`src/rtl/pmem_write_buffer.sv`:
```
// Write-back line buffer between the cache-side memory port and physical memory.
// Define PMEM_WB_FORWARD_EN to answer read hits directly from the buffer.
module pmem_write_buffer #(
   parameter int unsigned DEPTH = 4
) (
   input  logic         clk,
   input  logic         rst,
   input  logic         mem_read,
   input  logic         mem_write,
   input  logic [31:0]  mem_address,
   input  logic [255:0] mem_wdata,
   output logic         mem_resp,
   output logic [255:0] mem_rdata,
   output logic         mem_error,
   output logic         pmem_read,
   output logic         pmem_write,
   output logic [31:0]  pmem_address,
   output logic [255:0] pmem_wdata,
   input  logic [255:0] pmem_rdata,
   input  logic         pmem_resp,
   input  logic         pmem_error
);

   localparam int unsigned PtrW = (DEPTH > 1) ? $clog2(DEPTH) : 1;
   localparam int unsigned CntW = PtrW + 1;
   localparam logic [CntW-1:0] Full = CntW'(DEPTH);

   typedef enum logic [1:0] {StIdle, StFill, StDrain, StResp} state_e;

   state_e state_q, state_d;

   logic [DEPTH-1:0] valid_q;
   logic [26:0]      tag_q  [DEPTH];
   logic [255:0]     data_q [DEPTH];
   logic [PtrW-1:0]  head_q, tail_q;
   logic [CntW-1:0]  count_q;

   logic         mem_resp_q, mem_resp_d;
   logic [255:0] mem_rdata_q, mem_rdata_d;
   logic         mem_error_q, mem_error_d;
   logic         pmem_read_q, pmem_read_d;
   logic         pmem_write_q, pmem_write_d;
   logic [31:0]  pmem_address_q, pmem_address_d;
   logic [255:0] pmem_wdata_q, pmem_wdata_d;

   logic [26:0]     req_tag;
   logic            hit;
   logic [PtrW-1:0] hit_idx;
   logic            enq, coal, deq, start_drain;
   logic            unused_addr;

   assign req_tag     = mem_address[31:5];
   assign unused_addr = ^mem_address[4:0];

   // Tags are unique within the buffer, so at most one entry can match.
   always_comb begin
      hit     = 1'b0;
      hit_idx = '0;
      for (int unsigned i = 0; i < DEPTH; i++) begin
         if (valid_q[i] && (tag_q[i] == req_tag)) begin
            hit     = 1'b1;
            hit_idx = PtrW'(i);
         end
      end
   end

   always_comb begin
      state_d        = state_q;
      mem_resp_d     = 1'b0;
      mem_rdata_d    = mem_rdata_q;
      mem_error_d    = mem_error_q;
      pmem_read_d    = pmem_read_q;
      pmem_write_d   = pmem_write_q;
      pmem_address_d = pmem_address_q;
      pmem_wdata_d   = pmem_wdata_q;
      enq            = 1'b0;
      coal           = 1'b0;
      deq            = 1'b0;
      start_drain    = 1'b0;

      unique case (state_q)
         StIdle: begin
            if (mem_read) begin
               if (!hit) begin
                  state_d        = StFill;
                  pmem_read_d    = 1'b1;
                  pmem_address_d = {req_tag, 5'b0};
               end else begin
`ifdef PMEM_WB_FORWARD_EN
                  state_d     = StResp;
                  mem_resp_d  = 1'b1;
                  mem_rdata_d = data_q[hit_idx];
                  mem_error_d = 1'b0;
`else
                  // Push the matching line out to memory first, then re-evaluate.
                  start_drain = 1'b1;
`endif
               end
            end else if (mem_write && (hit || (count_q != Full))) begin
               coal        = hit;
               enq         = !hit;
               state_d     = StResp;
               mem_resp_d  = 1'b1;
               mem_error_d = 1'b0;
            end else if (count_q != '0) begin
               // Also covers a write miss against a full buffer.
               start_drain = 1'b1;
            end

            if (start_drain) begin
               state_d        = StDrain;
               pmem_write_d   = 1'b1;
               pmem_address_d = {tag_q[head_q], 5'b0};
               pmem_wdata_d   = data_q[head_q];
            end
         end

         StFill: begin
            if (pmem_resp) begin
               state_d     = StResp;
               pmem_read_d = 1'b0;
               mem_resp_d  = 1'b1;
               mem_rdata_d = pmem_rdata;
               mem_error_d = pmem_error;
            end
         end

         StDrain: begin
            // Drain errors are ignored; the line is dropped either way.
            if (pmem_resp) begin
               state_d      = StIdle;
               pmem_write_d = 1'b0;
               deq          = 1'b1;
            end
         end

         StResp: begin
            state_d = StIdle;
         end

         default: begin
            state_d = StIdle;
         end
      endcase
   end

   always_ff @(posedge clk) begin
      if (rst) begin
         state_q        <= StIdle;
         valid_q        <= '0;
         head_q         <= '0;
         tail_q         <= '0;
         count_q        <= '0;
         mem_resp_q     <= 1'b0;
         mem_rdata_q    <= '0;
         mem_error_q    <= 1'b0;
         pmem_read_q    <= 1'b0;
         pmem_write_q   <= 1'b0;
         pmem_address_q <= '0;
         pmem_wdata_q   <= '0;
      end else begin
         state_q        <= state_d;
         mem_resp_q     <= mem_resp_d;
         mem_rdata_q    <= mem_rdata_d;
         mem_error_q    <= mem_error_d;
         pmem_read_q    <= pmem_read_d;
         pmem_write_q   <= pmem_write_d;
         pmem_address_q <= pmem_address_d;
         pmem_wdata_q   <= pmem_wdata_d;

         if (enq) begin
            valid_q[tail_q] <= 1'b1;
            tag_q[tail_q]   <= req_tag;
            data_q[tail_q]  <= mem_wdata;
            tail_q          <= tail_q + 1'b1;
         end
         if (coal) begin
            data_q[hit_idx] <= mem_wdata;
         end
         if (deq) begin
            valid_q[head_q] <= 1'b0;
            head_q          <= head_q + 1'b1;
         end
         count_q <= count_q + CntW'(enq) - CntW'(deq);
      end
   end

   assign mem_resp     = mem_resp_q;
   assign mem_rdata    = mem_rdata_q;
   assign mem_error    = mem_error_q;
   assign pmem_read    = pmem_read_q;
   assign pmem_write   = pmem_write_q;
   assign pmem_address = pmem_address_q;
   assign pmem_wdata   = pmem_wdata_q;

endmodule

```
`config.mk`:
```
export PLATFORM = sky130hd
export DESIGN_NAME = pmem_write_buffer
export DESIGN_NICKNAME = d
export VERILOG_FILES = /design/src/rtl/pmem_write_buffer.sv
export SDC_FILE = /design/constraint.sdc
export NUM_CORES = 2
export LEC_CHECK = 0
export BUFFER_PORTS_ARGS = -buffer_cell sky130_fd_sc_hd__buf_2
export CAP_MARGIN = 20
export CORE_MARGIN = 2
export CORE_UTILIZATION = 28
export CTS_CLUSTER_DIAMETER = 40
export DETAILED_ROUTE_END_ITERATION = 7
export PLACE_DENSITY = 0.57
export SETUP_SLACK_MARGIN = 0.2
export SYNTH_ARGS = -nofsm -noshare
export SYNTH_HDL_FRONTEND = slang
export SYNTH_SLANG_ARGS = --single-unit
```
`constraint.sdc`:
```
create_clock -name clk -period 60.3 [get_ports clk]
set_input_delay 15.075 -clock clk [delete_from_list [all_inputs] [get_ports clk]]
set_output_delay 15.075 -clock clk [all_outputs]
set_load 0.02 [all_outputs]
```
# Yosys cells after proc, flatten, opt, wreduce, memory -nomap -nowiden
# Memory sizes are Yosys's and may differ from the RTL's. A register that Yosys moved wholly into a read port is not among the register bits.
# Cells that the tools add are included.
[totals] mem_bits_rw=1132 regBits=305 mem_count=2 out_inout_bits=548
[op_classes] n_bitwise=3 magnitude_cmp=4 addsub=4 n_reduce_logical=22 eq_ne=18 mux=61
[mem_list] name="data_q" depth=4 word_bits=256 read_ports=1 rd_ports_with_merged_regs=1 wr=1 line_no="34" rtl="logic [255:0] data_q [DEPTH];"
[mem_list] name="tag_q" depth=4 word_bits=27 read_ports=5 rd_ports_with_merged_regs=1 wr=1 line_no="33" rtl="logic [26:0] tag_q [DEPTH];"
[op_table] op="2-to-1 mux 256 bit" n=1
[op_table] op="OR reduction 256 bit" n=1
[op_table] op="== test 27 bit" n=4
[op_table] op="2-to-1 mux 32 bit" n=3
[op_table] op="2-to-1 mux 1 bit" n=36
[op_table] op="2-to-1 mux 2 bit" n=11
[op_table] op="2-to-1 mux 4 bit" n=3
[op_table] op="inequality test 2 bit, second input constant" n=6
[op_table] op="AND reduction 4 bit" n=3
[op_table] op="inequality test 4 x 3 -> 1 bit, second input constant" n=2
[op_table] op="one-hot mux 1 bit (2 select lines)" n=4
[op_table] op="one-hot mux 2 bit (4 select lines)" n=1
[op_table] op="logical AND 1 bit" n=7
[op_table] op="less-than comparator 2 x 3 -> 1 bit, second input constant" n=2
[op_table] op="AND reduction 3 bit" n=2
[op_table] op="nonzero test 2 bit" n=3
[op_table] op="adder 2 x 1 -> 2 bit, second input constant" n=2
[op_table] op="bitwise AND 4 bit" n=1
[op_table] op="demux 1 bit (select 2 bit)" n=2
[op_table] op="== test 2 bit, second input constant" n=2
[op_table] op=">= comparator 2 x 1 -> 1 bit, second input constant" n=2
[op_table] op="inequality test 2 x 1 -> 1 bit, second input constant" n=2
[op_table] op="inverter 4 bit" n=1
[op_table] op="OR 4 bit" n=1
[op_table] op="other kinds (9)" n=10

# Logic depth before layout (Yosys ltp)
# An unclocked memory read counts as a cell.
[logic_depth] ltp_word=17 mapped_depth=16 mapped_depth_nobuf=14

# Least setup slack after synthesis
# OpenSTA, ideal clock, no wires.
[synth_path] kind="input to register" start="input mem_address[11]" end="memory data_q[2][0] (enable)" path_buffers=2 setup_slack_ns=31.006 required_time_ns=59.395 arrival_time_ns=28.389 stages=9 cell_sequence="buf_2 > xnor2_1 > nand4_1 > or4_1 > nor4_1 > or4_1 > clkbuf_2 > or4b_2 > nor2b_1"
[synth_via] elab_chain_len=16
[synth_lines] item="start, declared" line_no="10" rtl="input logic [31:0] mem_address,"
[synth_lines] item="== test 27 bit" line_no="60" rtl="if (valid_q[i] && (tag_q[i] == req_tag)) begin"
[synth_lines] item="logical AND 1 bit" line_no="60"
[synth_lines] item="2-to-1 mux 1 bit (4 in a row)" line_no="60"
[synth_lines] item="logical OR 1 bit" line_no="99" rtl="end else if (mem_write && (hit || (count_q != Full))) begin"
[synth_lines] item="logical AND 1 bit" line_no="99"
[synth_lines] item="2-to-1 mux 1 bit" line_no="99"
[synth_lines] item="2-to-1 mux 1 bit" line_no="83" rtl="if (mem_read) begin"
[synth_lines] item="2-to-1 mux 1 bit" line_no="81" rtl="unique case (state_q)"
[synth_lines] item="2-to-1 mux 1 bit" line_no="177" rtl="if (coal) begin"
[synth_lines] item="2-to-1 mux 1 bit" line_no="148" rtl="if (rst) begin"
[synth_lines] item="2-to-1 mux 1 bit (not written as such)" line_no="178" rtl="data_q[hit_idx] <= mem_wdata;"
[synth_lines] item="OR reduction 256 bit (no line)"
[synth_lines] item="2-to-1 mux 2 bit (no line) or 2-to-1 mux 1 bit (tied branches)"
[synth_lines] item="end, declared" line_no="34"
# Parallel ways exist; a longest one is shown, timed or not.

# Final worst setup path
[layout_path] start="input mem_address[11]" end="memory data_q[2][183] (enable)"
# Same word-level chain as after synthesis.

==> results.sh <==
export IMPL_gr_total_overflow=0
export IMPL_drc=0
export IMPL_die_x_um=484.3
export IMPL_rsz0062_at_grt="no"
export IMPL_cts_setup_buffers=0
export IMPL_port_buffers=1087
export IMPL_wl_per_cell_um=24.51
export IMPL_max_freq_mhz=48.88
export IMPL_numCtsBuffers=299
export IMPL_r2r_start="tag_q[3][6]"
export IMPL_setup_viol=0
export IMPL_wl_met3_um=18170
export IMPL_worst_pin_slew_ns=1.224
export IMPL_wirelength_met1_um=80650
export IMPL_final_area_um2=83230
export IMPL_post_dp_cell_area_um2=73030
export IMPL_synth_seq_cells=1690
export IMPL_yosys_top_cells_area="edfxtp_1, dfxtp_1, mux4_2, nand2b_1, mux2i_1"
export IMPL_cts_resized=0
export IMPL_hold_start="mem_rdata[215]"
export IMPL_synth_cells=4192
export IMPL_grt_antenna_before_repair=140
export IMPL_nets=5915
export IMPL_drive_above_1_share_pct=34.53
export IMPL_path_max_fanout=58
export IMPL_wl_um=211600
export IMPL_dieArea_um2=234500
export IMPL_hpwl_um=145800
export IMPL_io_pins=1098
export IMPL_holdBufCountCts=0
export IMPL_worst_setup_path_start_kind="input port"
export IMPL_top_layer="met5"
export IMPL_clkTransAtPathRegs_ns=0.05
export IMPL_yosysTopAreaCell="edfxtp_1"
export IMPL_fp_dieH_um=484.3
export IMPL_row_count=176
export IMPL_p_per_area_nw_per_um2=39.98
export IMPL_status="complete, no violations"
export IMPL_r2r_slack_ns=53.86
export IMPL_area_growth_pct=28.87
export IMPL_drv_slew=0
export IMPL_min_period_ns=20.46
export IMPL_htreeDepth=5
export IMPL_r2r_cells=10
export IMPL_end_kind="flop"
export IMPL_synth_edff_count=1132
export IMPL_grt_pass1_vias=40098
export IMPL_cp_required_ns=60.81
export IMPL_fill_cells=22110
export IMPL_maxCapViolCount=0
export IMPL_syn_area_per_cell_um2=15.41
export IMPL_first_pass_iters=5
export IMPL_seq_area_frac_synth_pct=69.93
export IMPL_cts_root_buf="clkbuf_16"
export IMPL_grt_util_all_layers_pct=17.49
export IMPL_core_region_area_um2=229700
export IMPL_initial_core_util_pct=28.12
export IMPL_p_leak_nw=31.34
export IMPL_whs_ns=0.4480
export IMPL_synth_most_common_cell="edfxtp_1"
export IMPL_clock_sinks=1690
export IMPL_r2r_end="data_q[2][183]"
export IMPL_grt_start_max_net_pins=180
export IMPL_final_util_pct=36.24
export IMPL_holdPathStages=2
export IMPL_ir_worst_vdd_mv=0.02654
export IMPL_worstHoldEndpoint="mem_rdata[215]"
export IMPL_synth_main_ff_cell="edfxtp_1"
export IMPL_syn_cell_area_um2=64580
export IMPL_finalCritPeriodShare_pct=33.93
export IMPL_synth_top_area_share_pct=52.63
export IMPL_grt_pass1_wl_um=296600
export IMPL_antenna_left=0
export IMPL_worst_skew_pair_late_latency_ns=0.93
export IMPL_finalClockSkew_ns=0.08830
export IMPL_setup_tns_ns=0
export IMPL_gp_congestion=0.9640
export IMPL_yosysWarnings=0
export IMPL_ys_types=49
export IMPL_post_drt_via_cell_ratio=4.613
export IMPL_async_flop_share_pct=0
export IMPL_wl_met2_um=102700
export IMPL_synth_commonest_cells="edfxtp_1, dfxtp_1, nand2_1, nand2b_1, mux4_2"
export IMPL_num_vias=39814
export IMPL_cts_tree="built"
export IMPL_cts_max_path_buffers=4
export IMPL_arrival_ns=20.97
export IMPL_hp_class="flop to flop"
export IMPL_drt_iter0_markers=2508
export IMPL_hold_viol=0
export IMPL_relSlewSlack_pct=18.39
export IMPL_worst_setup_path_type="input port to flop"
## sequential cells by signal (all words and copies together) (netlist names), named ones only
name and cells:
pmem_write 1, pmem_read 1, mem_rdata 256, valid_q 4, data_q 1024, pmem_address 27, pmem_wdata 256, count_q 3
mem_error 1, state_q 2, mem_resp 1, head_q 2, tail_q 2, tag_q 108
## worst max-delay path by stage
stage / from / to
after floorplan: mem_address[11] / data_q[2][0]
after global placement: mem_address[15] / data_q[2][181]
after detailed placement: mem_address[15] / data_q[2][181]
after CTS: mem_address[15] / data_q[2][175]
after global routing: mem_address[17] / data_q[2][182]
final: mem_address[11] / data_q[2][183]
## cells by family after synthesis
logic type,after synthesis,synth area share [%]
compound gates,313,2.672
other cells,1,0.005807
flops,1690,69.93
fa+ha+maj,11,0.2247
buf+inv,320,2.311
mux,541,13.87
xor+xnor,111,1.505
simple gates,1205,9.480
## cells in the final DEF, fill, tap and decap left out, drive strengths merged, types with 31 or more instances in the layout
cell type     n
xor2         37
mux4        283
nand4        35
xnor2        74
clkinv       76
edfxtp     1132
a21oi       263
nor2         41
nor3         31
nand2b      514
mux2i       257
buf        1144
bufinv       39
clkbuf      342
inv          75
nand2       523
dfxtp       558
## worst max-delay path, stage by stage
cell and delay, ns:
buf_2 0.18, xor2_1 0.23, nor4b_1 0.42, nand3_1 0.13, nor4b_1 0.75, or4_1 0.37
or4b_2 0.71, nor2b_4 0.60, buf_4 0.68, buf_4 0.84, buf_4 0.81
## per-layer routing
layer	track usage, %	vias up
li1	-	17845
met1	19.92	19934
met2	29.36	1414
met3	6.463	565
met4	7.514	56
met5	0	-
## through the flow
| step | power, mW | cells | setup slack, ns |
|---|---|---|---|
| floorplan | 1.530 | 4196 | 31.01 |
| global placement | 1.652 | 8078 | 38.42 |
| detailed placement | 1.656 | 8078 | 38.47 |
| CTS | 3.371 | 8606 | 39.42 |
| global route | 3.443 | 8615 | 39.47 |
| finish | 3.328 | 8631 | 39.84 |
## power by group
group          internal (mW)  switching (mW)  leakage [nW]
registers               1.29          0.0249          14.7
clock network           1.11           0.591          4.88
logic                  0.116           0.201          11.7
total                   2.51           0.817          31.3
## layout make-up
class	count	area [um2]	share of cell area [%]
clock buffers	342	7850	9.432
diodes	24	60.06	0.07216
multi-input cells	2186	18030	21.66
inverters	33	123.9	0.1488
well taps	3026	3786	4.549
flip-flops and latches	1690	45170	54.28
clock inverters	186	2283	2.744
repair buffers	1144	5926	7.120
No activity file was read; power rests on OpenSTA's default activity.
